### config.mk
export PLATFORM = sky130hd
export DESIGN_NAME = device_seq
export DESIGN_NICKNAME = d
export VERILOG_FILES = /design/src/rtl/device_seq.sv
export SDC_FILE = /design/constraint.sdc
export NUM_CORES = 1
export LEC_CHECK = 0
export CORE_MARGIN = 1
export CORE_UTILIZATION = 30
export CTS_CLUSTER_DIAMETER = 50
export DETAILED_ROUTE_END_ITERATION = 6
export GPL_TIMING_DRIVEN = 0
export HOLD_SLACK_MARGIN = 0.15
export PLACE_DENSITY = 0.63
export SETUP_SLACK_MARGIN = 0.5
export SKIP_LAST_GASP = 1
export SLEW_MARGIN = 20
export SYNTH_ARGS = -nofsm -noshare
export SYNTH_HDL_FRONTEND = slang
export SYNTH_SLANG_ARGS = --single-unit
### constraint.sdc
create_clock -name clk -period 1.4 [get_ports clk]
set_clock_uncertainty 0.1 [all_clocks]
set_input_delay 0.28 -clock clk [delete_from_list [all_inputs] [get_ports clk]]
set_output_delay 0.28 -clock clk [all_outputs]
set_load 0.1 [all_outputs]
### src/rtl/device_seq.sv
// device_seq: command-driven sequencer for a 4-bit mode-selected register.
// Accepts one operation over valid/ready, expands it into RUN cycles driving
// PE/D, keeps a shadow of the expected register contents, and compares it
// against the device output Q in a single CHECK cycle per command.
module device_seq #(
  parameter int WIDTH = 4,
  parameter int CNTW  = 3
) (
  input  logic             clk,
  input  logic             r,
  input  logic             cmd_valid,
  output logic             cmd_ready,
  input  logic [1:0]       cmd_op,
  input  logic [WIDTH-1:0] cmd_data,
  input  logic [CNTW-1:0]  cmd_cnt,
  output logic [1:0]       PE,
  output logic [WIDTH-1:0] D,
  input  logic [WIDTH-1:0] Q,
  output logic             busy,
  output logic             done,
  output logic             mismatch
);

  typedef enum logic [1:0] {
    S_IDLE  = 2'b00,
    S_RUN   = 2'b01,
    S_CHECK = 2'b10
  } state_t;

  localparam logic [1:0] OP_HOLD  = 2'b00;
  localparam logic [1:0] OP_SHL   = 2'b01;
  localparam logic [1:0] OP_SHR   = 2'b10;
  localparam logic [1:0] OP_LOAD  = 2'b11;

  localparam logic [WIDTH-1:0] DATA_ZERO = {WIDTH{1'b0}};
  localparam logic [CNTW-1:0]  CNT_ZERO  = {CNTW{1'b0}};
  localparam logic [CNTW-1:0]  CNT_ONE   = CNTW'(1);

  state_t           state_r;
  logic [1:0]       op_r;
  logic [WIDTH-1:0] data_r;
  logic [CNTW-1:0]  cnt_r;
  logic [WIDTH-1:0] shadow_r;
  logic [1:0]       pe_r;
  logic [WIDTH-1:0] d_r;
  logic             done_r;
  logic             mismatch_r;
  logic             cmd_ready_s;
  logic             busy_s;

  // Next shadow value for one RUN cycle of the given operation; mirrors
  // exactly what the device does with the same PE/D drive.
  function automatic logic [WIDTH-1:0] shadow_next(
    input logic [1:0]       op,
    input logic [WIDTH-1:0] data,
    input logic [WIDTH-1:0] cur
  );
    logic [WIDTH-1:0] nxt;
    case (op)
      OP_HOLD: nxt = cur;
      OP_SHL:  nxt = {cur[WIDTH-2:0], 1'b0};
      OP_SHR:  nxt = {1'b0, cur[WIDTH-1:1]};
      OP_LOAD: nxt = data;
      default: nxt = cur;
    endcase
    return nxt;
  endfunction

  // Handshake and status decode straight from the state register.
  always_comb begin
    cmd_ready_s = 1'b0;
    busy_s      = 1'b0;
    case (state_r)
      S_IDLE:  cmd_ready_s = 1'b1;
      S_RUN:   busy_s      = 1'b1;
      S_CHECK: busy_s      = 1'b1;
      default: begin
        cmd_ready_s = 1'b0;
        busy_s      = 1'b0;
      end
    endcase
  end

  // Sequencer FSM: command capture, RUN expansion with shadow tracking, CHECK.
  always_ff @(posedge clk) begin
    if (r) begin
      state_r    <= S_IDLE;
      op_r       <= OP_HOLD;
      data_r     <= DATA_ZERO;
      cnt_r      <= CNT_ZERO;
      shadow_r   <= DATA_ZERO;
      pe_r       <= OP_HOLD;
      d_r        <= DATA_ZERO;
      done_r     <= 1'b0;
      mismatch_r <= 1'b0;
    end else begin
      case (state_r)
        S_IDLE: begin
          done_r <= 1'b0;
          pe_r   <= OP_HOLD;
          d_r    <= DATA_ZERO;
          if (cmd_valid) begin
            op_r    <= cmd_op;
            data_r  <= cmd_data;
            state_r <= S_RUN;
            pe_r    <= cmd_op;
            if (cmd_op == OP_LOAD) begin
              // A load always occupies exactly one RUN cycle.
              cnt_r <= CNT_ZERO;
              d_r   <= cmd_data;
            end else begin
              cnt_r <= cmd_cnt;
              d_r   <= DATA_ZERO;
            end
          end else begin
            state_r <= S_IDLE;
          end
        end
        S_RUN: begin
          // The device applies this cycle's PE/D at this same edge.
          shadow_r <= shadow_next(op_r, data_r, shadow_r);
          if (cnt_r == CNT_ZERO) begin
            state_r <= S_CHECK;
            pe_r    <= OP_HOLD;
            d_r     <= DATA_ZERO;
            done_r  <= 1'b1;
          end else begin
            // Only decrement while non-zero so the counter never wraps.
            cnt_r   <= cnt_r - CNT_ONE;
            state_r <= S_RUN;
          end
        end
        S_CHECK: begin
          done_r  <= 1'b0;
          state_r <= S_IDLE;
          if (Q != shadow_r) begin
            mismatch_r <= 1'b1;
          end else begin
            mismatch_r <= mismatch_r;
          end
        end
        default: begin
          state_r <= S_IDLE;
          pe_r    <= OP_HOLD;
          d_r     <= DATA_ZERO;
          done_r  <= 1'b0;
        end
      endcase
    end
  end

  assign cmd_ready = cmd_ready_s;
  assign busy      = busy_s;
  assign PE        = pe_r;
  assign D         = d_r;
  assign done      = done_r;
  assign mismatch  = mismatch_r;

endmodule

# [Yosys cells after proc, flatten, opt, wreduce, memory -nomap -nowiden]
# Index checks and enable logic that the tools add are counted.
[classes] addsub=1 n_eq_ne=10 n_mux=17 bitwise=3 reduce_logical=11
[ops] op="case mux 4 bit (3 select lines)" count=2
[ops] op="two-way mux 4 bit" count=3
[ops] op="two-way mux 3 bit" count=3
[ops] op="equality test 2 bit, second input constant" count=4
[ops] op="AND reduction 2 bit" count=4
[ops] op="two-way mux 2 bit" count=3
[ops] op="!= test 2 bit, second input constant" count=3
[ops] op="case mux 2 bit (3 select lines)" count=1
[ops] op="case mux 3 bit (2 select lines)" count=1
[ops] op="equality test 2 x 1 -> 1 bit, second input constant" count=2
[ops] op="zero test 2 bit" count=2
[ops] op="!= test 4 bit" count=1
[ops] op="case mux 2 bit (2 select lines)" count=1
[ops] op="OR reduction 2 bit" count=2
[ops] op="zero test 3 bit" count=1
[ops] op="two-way mux 1 bit" count=3
[ops] op="NOT 1 bit" count=3
[ops] op="AND reduction 3 bit" count=1
[ops] op="subtractor 3 x 1 -> 3 bit, second input constant" count=1
[ops] op="nonzero test 2 bit" count=1
[totals] register_bits=23 in_bits=16 output_inout_bits=10 wordCells=51

# [Depth between registers and ports, before layout]
# Gate-level depths: netlist of the first run.
[logic_depth] word_depth=4 ltp_mapped=7 ltp_nobuf=6

# [Worst setup path before layout of the first run]
# No wires, ideal clock.
[synth_path] kind="register to register" from="reg state_r[0]" to="reg cnt_r[0]" setup_ns=0.134 arrival_time_ns=1.953 required_ns=1.166 slack_ns=-0.787 stages_incl_launch_ff=7 path_buffers=0 period_less_slack_ns=2.187 path_cell_list="dfxtp_1 > inv_1 > ha_1 > nand2_2 > a22oi_4 > mux2i_1 > a21oi_1"
[synth_via] elab_chain_cells=3 word_cells_on_any_way=7 cone_classes="3 x eq/ne; 1 x mux; 3 x reduce/logical"
[synth_lines] element="start: declaration" line="39" text="state_t state_r;"
[synth_lines] element="start signal: assignment" line="87" text="state_r <= S_IDLE;"
[synth_lines] element="start signal: assignment" line="105" text="state_r <= S_RUN;"
[synth_lines] element="start signal: assignment" line="116" text="state_r <= S_IDLE;"
[synth_lines] element="equality test 2 x 1 -> 1 bit / zero test 2 bit (equally long branches)" line="97" text="case (state_r)"
[synth_lines] element="!= test 2 bit (no line) / nonzero test 2 bit (equally long branches)"
[synth_lines] element="AND reduction 3 bit (no line)"
[synth_lines] element="end signal: assignment" line="112" text="cnt_r <= cmd_cnt;"
[synth_lines] element="end signal: assignment" line="129" text="cnt_r <= cnt_r - CNT_ONE;"
[synth_lines] element="end: declaration" line="42" text="logic [CNTW-1:0] cnt_r;"
# Several ways; a longest one is shown, not always the timed one.
# A chain may end at the register's enable or synchronous reset.

# [Worst setup path in the final report of the first run]
[layout_path] from="reg state_r[0]" to="out busy"
[layout_via] elab_chain_cells=3 word_cells_on_any_way=4 cone_classes="2 x eq/ne; 1 x mux; 1 x reduce/logical"
[layout_lines] element="equality test 2 bit / equality test 2 x 1 -> 1 bit (equally long branches)" line="73" text="case (state_r)"
[layout_lines] element="OR reduction 2 bit (no line) (*)"
[layout_lines] element="two-way mux 1 bit (*)" line="73"
[layout_lines] element="end: declaration" line="19" text="output logic busy,"
# Every way passes the cells marked *; elsewhere a longest branch is shown, timed or not.

==> results of run 1 <==
[tightest hold or removal path: cells and delay by family]
| family | cells | cell delay, ns |
|---|---|---|
| AO/OA/AOI/OAI | 1 | 0.06 |
| AND/OR/NAND/NOR | 2 | 0.17 |
| XOR/XNOR | 1 | 0.07 |
| buffers and inverters | 1 | 0.10 |
[path summary, 6_finish.rpt]
| path | startpoint | to | cells after the start |
|---|---|---|---|
| max reg2reg | state_r[0]$_SDFF_PP0_ | cnt_r[1]$_SDFFE_PP0P_ | 7 |
| min | Q[3] | mismatch$_SDFFE_PP0P_ | 5 |
| min reg2reg | data_r[2]$_SDFFE_PP0P_ | data_r[2]$_SDFFE_PP0P_ | 2 |
| max | state_r[0]$_SDFF_PP0_ | busy | 3 |
[through the flow]
| step | worst slack [ns] | power (mW) |
|---|---|---|
| 3_5_place_dp | -0.714 | 1.30 |
| 3_3_place_gp | -0.710 | 1.29 |
| 2_1_floorplan | -0.118 | 1.18 |
| 4_1_cts | -0.0730 | 1.84 |
| 6_report | -0.0993 | 2.01 |
| 5_1_grt | -0.128 | 2.10 |
[registers in the layout (all words and copies together), names as in the netlist]
| register | cells |
|---|---|
| op_r | 2 |
| state_r | 2 |
| D | 4 |
| shadow_r | 4 |
| mismatch | 1 |
| PE | 2 |
| cnt_r | 3 |
| done | 1 |
| data_r | 4 |
[layout make-up]
cell class | count | area (µm²) | area share, %
multi-input combinational | 96 | 821 | 40.1
timing repair buffer | 42 | 529 | 25.9
sequential | 23 | 505 | 24.7
tap | 48 | 60.1 | 2.94
buffer | 6 | 57.6 | 2.81
clock buffer | 3 | 41.3 | 2.02
inverter | 5 | 23.8 | 1.16
clock inverter | 1 | 7.51 | 0.367
[synth_stat cells, drive strengths merged]
cell type / n
nand4: 2
a32oi: 3
dfxtp: 23
nand2: 16
mux2: 2
nand3: 2
ha: 5
a31oi: 1
o21ai: 3
nor2: 19
mux2i: 7
and2: 2
buf: 4
a22oi: 1
nand2b: 7
nor2b: 1
o22ai: 1
xnor2: 5
a21oi: 12
and3: 4
inv: 5
clkbuf: 2
a211oi: 3
[repair_timing]
action / in CTS / in global routing
endpoints found under the setup margin: 33 / 33
pin swaps: 2 / 22
resized for setup: 102 / 57
cloned: 1 / 1
setup buffers: 3 / 12
[logic make-up (layout without fill, tap and decap cells)]
group	Yosys count	after routing	share of synthesized area [%]
compound gates	24	24	15.2
xor+xnor	5	5	3.82
buf+inv	11	57	5.02
fa+ha+maj	5	5	5.45
flops	23	23	40.1
mux	9	9	8.07
simple gates	53	53	22.4
[metal layers]
metal,vias to the layer above,track usage [%]
li1,536,-
met1,506,17.0
met2,31,25.1
met3,4,4.29
met4,0,1.70
met5,-,0
[power by group]
| group | switching [mW] | leakage (nW) | internal [mW] |
|---|---|---|---|
| clock network | 0.221 | 0.0217 | 0.201 |
| registers | 0.0375 | 0.198 | 0.690 |
| logic | 0.443 | 0.628 | 0.415 |
| total | 0.702 | 0.848 | 1.31 |
==> flow_summary.toml, run 1 <==
[flow_run]
cap_violations = 0

[cts]
clk_pin_slew_ns = 0.08
cts_made_buffers = 3
hold_buffers = 0
htree_levels = 1
clockBufferDepth = 2
cts_tree = "done"
cts.sink_count = 23
clockRootBuffer = "clkbuf_8"
clk_latency_ns = 0.27

[yosys]
ys_seq_area_share_pct = 40.1
ys_types = 32
yosys.area.top_type = "dfxtp_1"
synth_nets = 151
avgSynthCellArea_um2 = 8.83
synthCells = 130
synthTopCellsByArea = "dfxtp_1 (40%), mux2i_1 (6.1%), nor2_1 (5.9%)"
ys_seq_elements = 23
syn-cell-area_mm2 = 0.00115
synth_top_area_share_pct = 40.1
yosysWarnings = 0

[placement]
place_area_mm2 = 0.00152
io_buffers = 25
placed_cells = 203
globalplace.congestion = 0.813
dp_hpwl_um = 1960

[sta]
grt_setup_unrepaired = "true"
min_period_ns = 1.50
slew_violations = 0
setup_violations = 7
holdWs_ns = 0.348
fmax_mhz = 667
post-route-period-util_pct = 107
setup_tns_ns = -0.363
max-slew-margin-rel_pct = 78.8
fin_ws_ns = -0.0993
hold_violations = 0
worst_slew_pin_slew_ns = 0.318

[routing]
first_pass_iters = 4
drc = 0
drt-met1-wl_um = 1280
drtIter0Drc = 17
top_layer_used = "met4"
vias_per_cell = 4.81
met2_length_um = 1640
route.met3.wl_um = 180
wl_per_cell_um = 13.9
vias = 1077
postRouteAntennaNets = 0
wirelength_um = 3120

[critical_path]
path_class = "reg -> out"
crit_slowest_cell = "dfxtp_2"
worst-path-max-fanout = 2
crit_path_end_kind = "output port"
ff2ff_setup_slack_ns = -0.07
cpPeakStageDelay_ns = 0.36
cp-start-kind = "register"
arrival_ns = 1.12
worstPathCellList = "inv_2 -> ha_4 -> buf_12"
path_buf_inv = 2
crit_family = "flip-flops"
required_ns = 1.02

[final_layout]
fin_nets = 198
final_common_cell = "nor2_1"
final_cells = 224
num_antenna_cells = 0
syn2layout_area_growth_pct = 78.3
final_area_mm2 = 0.00205
fillCellCount = 316
finish.utilization_pct = 55.9
layout_common_cells = "nor2_1 (15), buf_4 (14), nand2_1 (11), clkdlybuf4s50_1 (11), buf_12 (11)"
drive_gt1_share_pct = 55.1

[floorplanning]
ios = 26
dieArea_mm2 = 0.00408
die_y_um = 63.8
core_area_mm2 = 0.00366
initial_utilization_pct = 31.3
die_w_um = 63.8
rows = 22

[grt]
grt_overflow = 0
antenna_found_initial = 0
grt_pass1_vias = 1011
grt_start_max_net_pins = 15
grt_pass1_wl_um = 4540
grt.total_usage_pct = 14.1

[outcome]
failed_checks = "negative setup slack"
run_status = "finished with violations"

[hold_path]
hp-class = "in -> reg"

[power_and_ir_drop]
pwr_density_cell_mw_per_mm2 = 982
power.leakage_nw = 0.848
vdd_drop_max_uv = 814
Note: power is estimated with default switching activity, not from simulation.
==> run 2: changes to the inputs <==
--- a/config.mk
+++ b/config.mk
@@ -5,13 +5,13 @@
 export SDC_FILE = /design/constraint.sdc
 export NUM_CORES = 1
 export LEC_CHECK = 0
-export CORE_MARGIN = 1
 export CORE_UTILIZATION = 30
 export CTS_CLUSTER_DIAMETER = 50
 export DETAILED_ROUTE_END_ITERATION = 6
 export GPL_TIMING_DRIVEN = 0
 export HOLD_SLACK_MARGIN = 0.15
 export PLACE_DENSITY = 0.63
+export REMOVE_ABC_BUFFERS = 1
 export SETUP_SLACK_MARGIN = 0.5
 export SKIP_LAST_GASP = 1
 export SLEW_MARGIN = 20
==> flow_summary.toml, run 2 (synthesized netlist as in run 1, its figures left out) <==
[flow_run]
cap_violations = 0

[floorplanning]
initial_utilization_pct = 31.3
die_w_um = 63.8
dieArea_mm2 = 0.00408
core_area_mm2 = 0.00366
die_y_um = 63.8
rows = 22
ios = 26

[critical_path]
worstPathCellList = "inv_4 -> ha_4 -> buf_12"
path_buf_inv = 2
required_ns = 1.02
worst-path-max-fanout = 2
reg2reg_to = "cnt_r[0]$_SDFFE_PP0P_"
path_class = "reg -> out"
crit_slowest_cell = "dfxtp_2"
reg2reg_from = "cnt_r[1]$_SDFFE_PP0P_"
ff2ff_setup_slack_ns = -0.05
cp_num_cells = 3
cp-start-kind = "register"
crit_path_end_kind = "output port"
critPathLaunch = "state_r[1]$_SDFF_PP0_"
r2r_cells = 6
cpPeakStageDelay_ns = 0.36
crit_end = "busy"
arrival_ns = 1.10
crit_family = "flip-flops"

[sta]
min_period_ns = 1.48
slew_violations = 0
fmax_mhz = 678
max-slew-margin-rel_pct = 66.6
fin_ws_ns = -0.0760
worst_slew_pin_slew_ns = 0.501
setup_violations = 6
grt_setup_unrepaired = "true"
holdWs_ns = 0.356
post-route-period-util_pct = 105
hold_violations = 0
setup_tns_ns = -0.185

[hold_path]
hp-class = "in -> reg"

[cts]
cts_tree = "done"
hold_buffers = 0
clk_pin_slew_ns = 0.08
htree_levels = 1
cts.sink_count = 23
clk_latency_ns = 0.26
clockBufferDepth = 2
clockRootBuffer = "clkbuf_8"
cts_made_buffers = 3

[final_layout]
seqCellArea_um2 = 487
layout_common_cells = "nor2_1 (17), dfxtp_2 (12), nand2_1 (11), buf_12 (11)"
finish.utilization_pct = 52.6
fin_nets = 192
final_common_cell = "nor2_1"
final_area_mm2 = 0.00192
drive_gt1_share_pct = 50.6
multi_input_area_um2 = 792
syn2layout_area_growth_pct = 67.7
fillCellCount = 336
num_antenna_cells = 0

[grt]
antenna_found_initial = 0
met3_usage_pct = 5.00
grt_util_met1_pct = 16.1
grt_util_met2_pct = 25.3
busiest_layer = "met2"
grt_pass1_vias = 1024
grt_overflow = 0
grt_pass1_wl_um = 4510
grt_start_max_net_pins = 23
grt.total_usage_pct = 13.9

[placement]
dp_hpwl_um = 1770
globalplace.congestion = 0.749
io_buffers = 25
place_area_mm2 = 0.00142

[routing]
vias_per_cell = 4.89
wl_per_cell_um = 13.4
drc = 0
postRouteAntennaNets = 0
wirelength_um = 2930
drtIter0Drc = 16
vias = 1065
first_pass_iters = 4

[outcome]
failed_checks = "negative setup slack"
run_status = "finished with violations"

[power_and_ir_drop]
p_int_mw = 1.29
pwr_density_cell_mw_per_mm2 = 1020
p_comb_share_pct = 41.1
vdd_drop_max_uv = 537
power.leakage_nw = 0.774
p_total_mw = 1.97
power_switching_mw = 0.676
clock_power_share_pct = 21.0
p_sw_share_pct = 34.4
share_seq_of_total_power_pct = 37.9
[run 2: cell count changes in the layout (fill, tap and decap cells not counted), moves of 2 or more]
cell / delta
buf_4: -9
buf_6: +5
dfxtp_2: +6
dfxtp_4: -7
dlygate4sd2_1: +4
dlymetal6s2s_1: -4
nand2_2: +2
nand2_4: -2
nand3_2: +2
nor2_1: +2
xnor2_1: +2
xnor2_2: -2
[run 2: metrics by stage]
step                      cells  worst slack, ns
after global placement      197           -0.753
after global routing        218           -0.109
after floorplan             124           -0.773
after detailed placement    197           -0.757
after CTS                   214          -0.0827
final                       218          -0.0760
[run 2: how the worst min path moves through the flow]
stage | start | to | slack, ns | cells after the start
CTS | data_r[1]$_SDFFE_PP0P_ | data_r[1]$_SDFFE_PP0P_ | 0.37 | 2
global placement | mismatch$_SDFFE_PP0P_ | mismatch$_SDFFE_PP0P_ | 0.35 | 2
global route | r | D[0]$_SDFFE_PP0P_ | 0.37 | 2
detailed placement | data_r[1]$_SDFFE_PP0P_ | data_r[1]$_SDFFE_PP0P_ | 0.36 | 2
finish | r | D[1]$_SDFFE_PP0P_ | 0.36 | 2
floorplan | r | cnt_r[1]$_SDFFE_PP0P_ | 0.24 | 1
[run 2: layout make-up]
cell class,instances,area share (%)
clock inverter,1,0.390
inverter,5,1.37
tap,48,3.12
clock buffer,3,2.15
sequential,23,25.3
timing repair buffer,41,26.5
multi-input combinational,97,41.2
[run 2: power by group through the flow]
stage          sequential (mW)  clock, mW  combinational, mW
2_1_floorplan            0.811          0              0.323
3_3_place_gp             0.743          0              0.518
3_5_place_dp             0.746          0              0.528
4_1_cts                  0.746      0.429              0.722
5_1_grt                  0.752      0.459              0.855
6_report                 0.746      0.413              0.809
[run 2: metal layers]
| metal | vias to the layer above | wire length (µm) |
|---|---|---|
| met2 | 36 | 1500 |
| met3 | 2 | 203 |
| met1 | 506 | 1210 |
| li1 | 521 | - |
| met4 | 0 | 14 |
| met5 | - | 0 |
[run 2: timing repair]
action                     CTS  global route
pin swaps                   15            16
gates cloned                 1             0
resized for setup          134            34
setup buffers               12             4
setup endpoints to repair   33            33
[run 2: worst reg2reg max path, delay by kind of cell, from the launching register on]
family          cells  cell delay [ns]
compound gates      2             0.32
fa+ha+maj           1             0.16
buf+inv             1             0.05
flops               1             0.34
mux                 1             0.21
simple gates        1             0.13
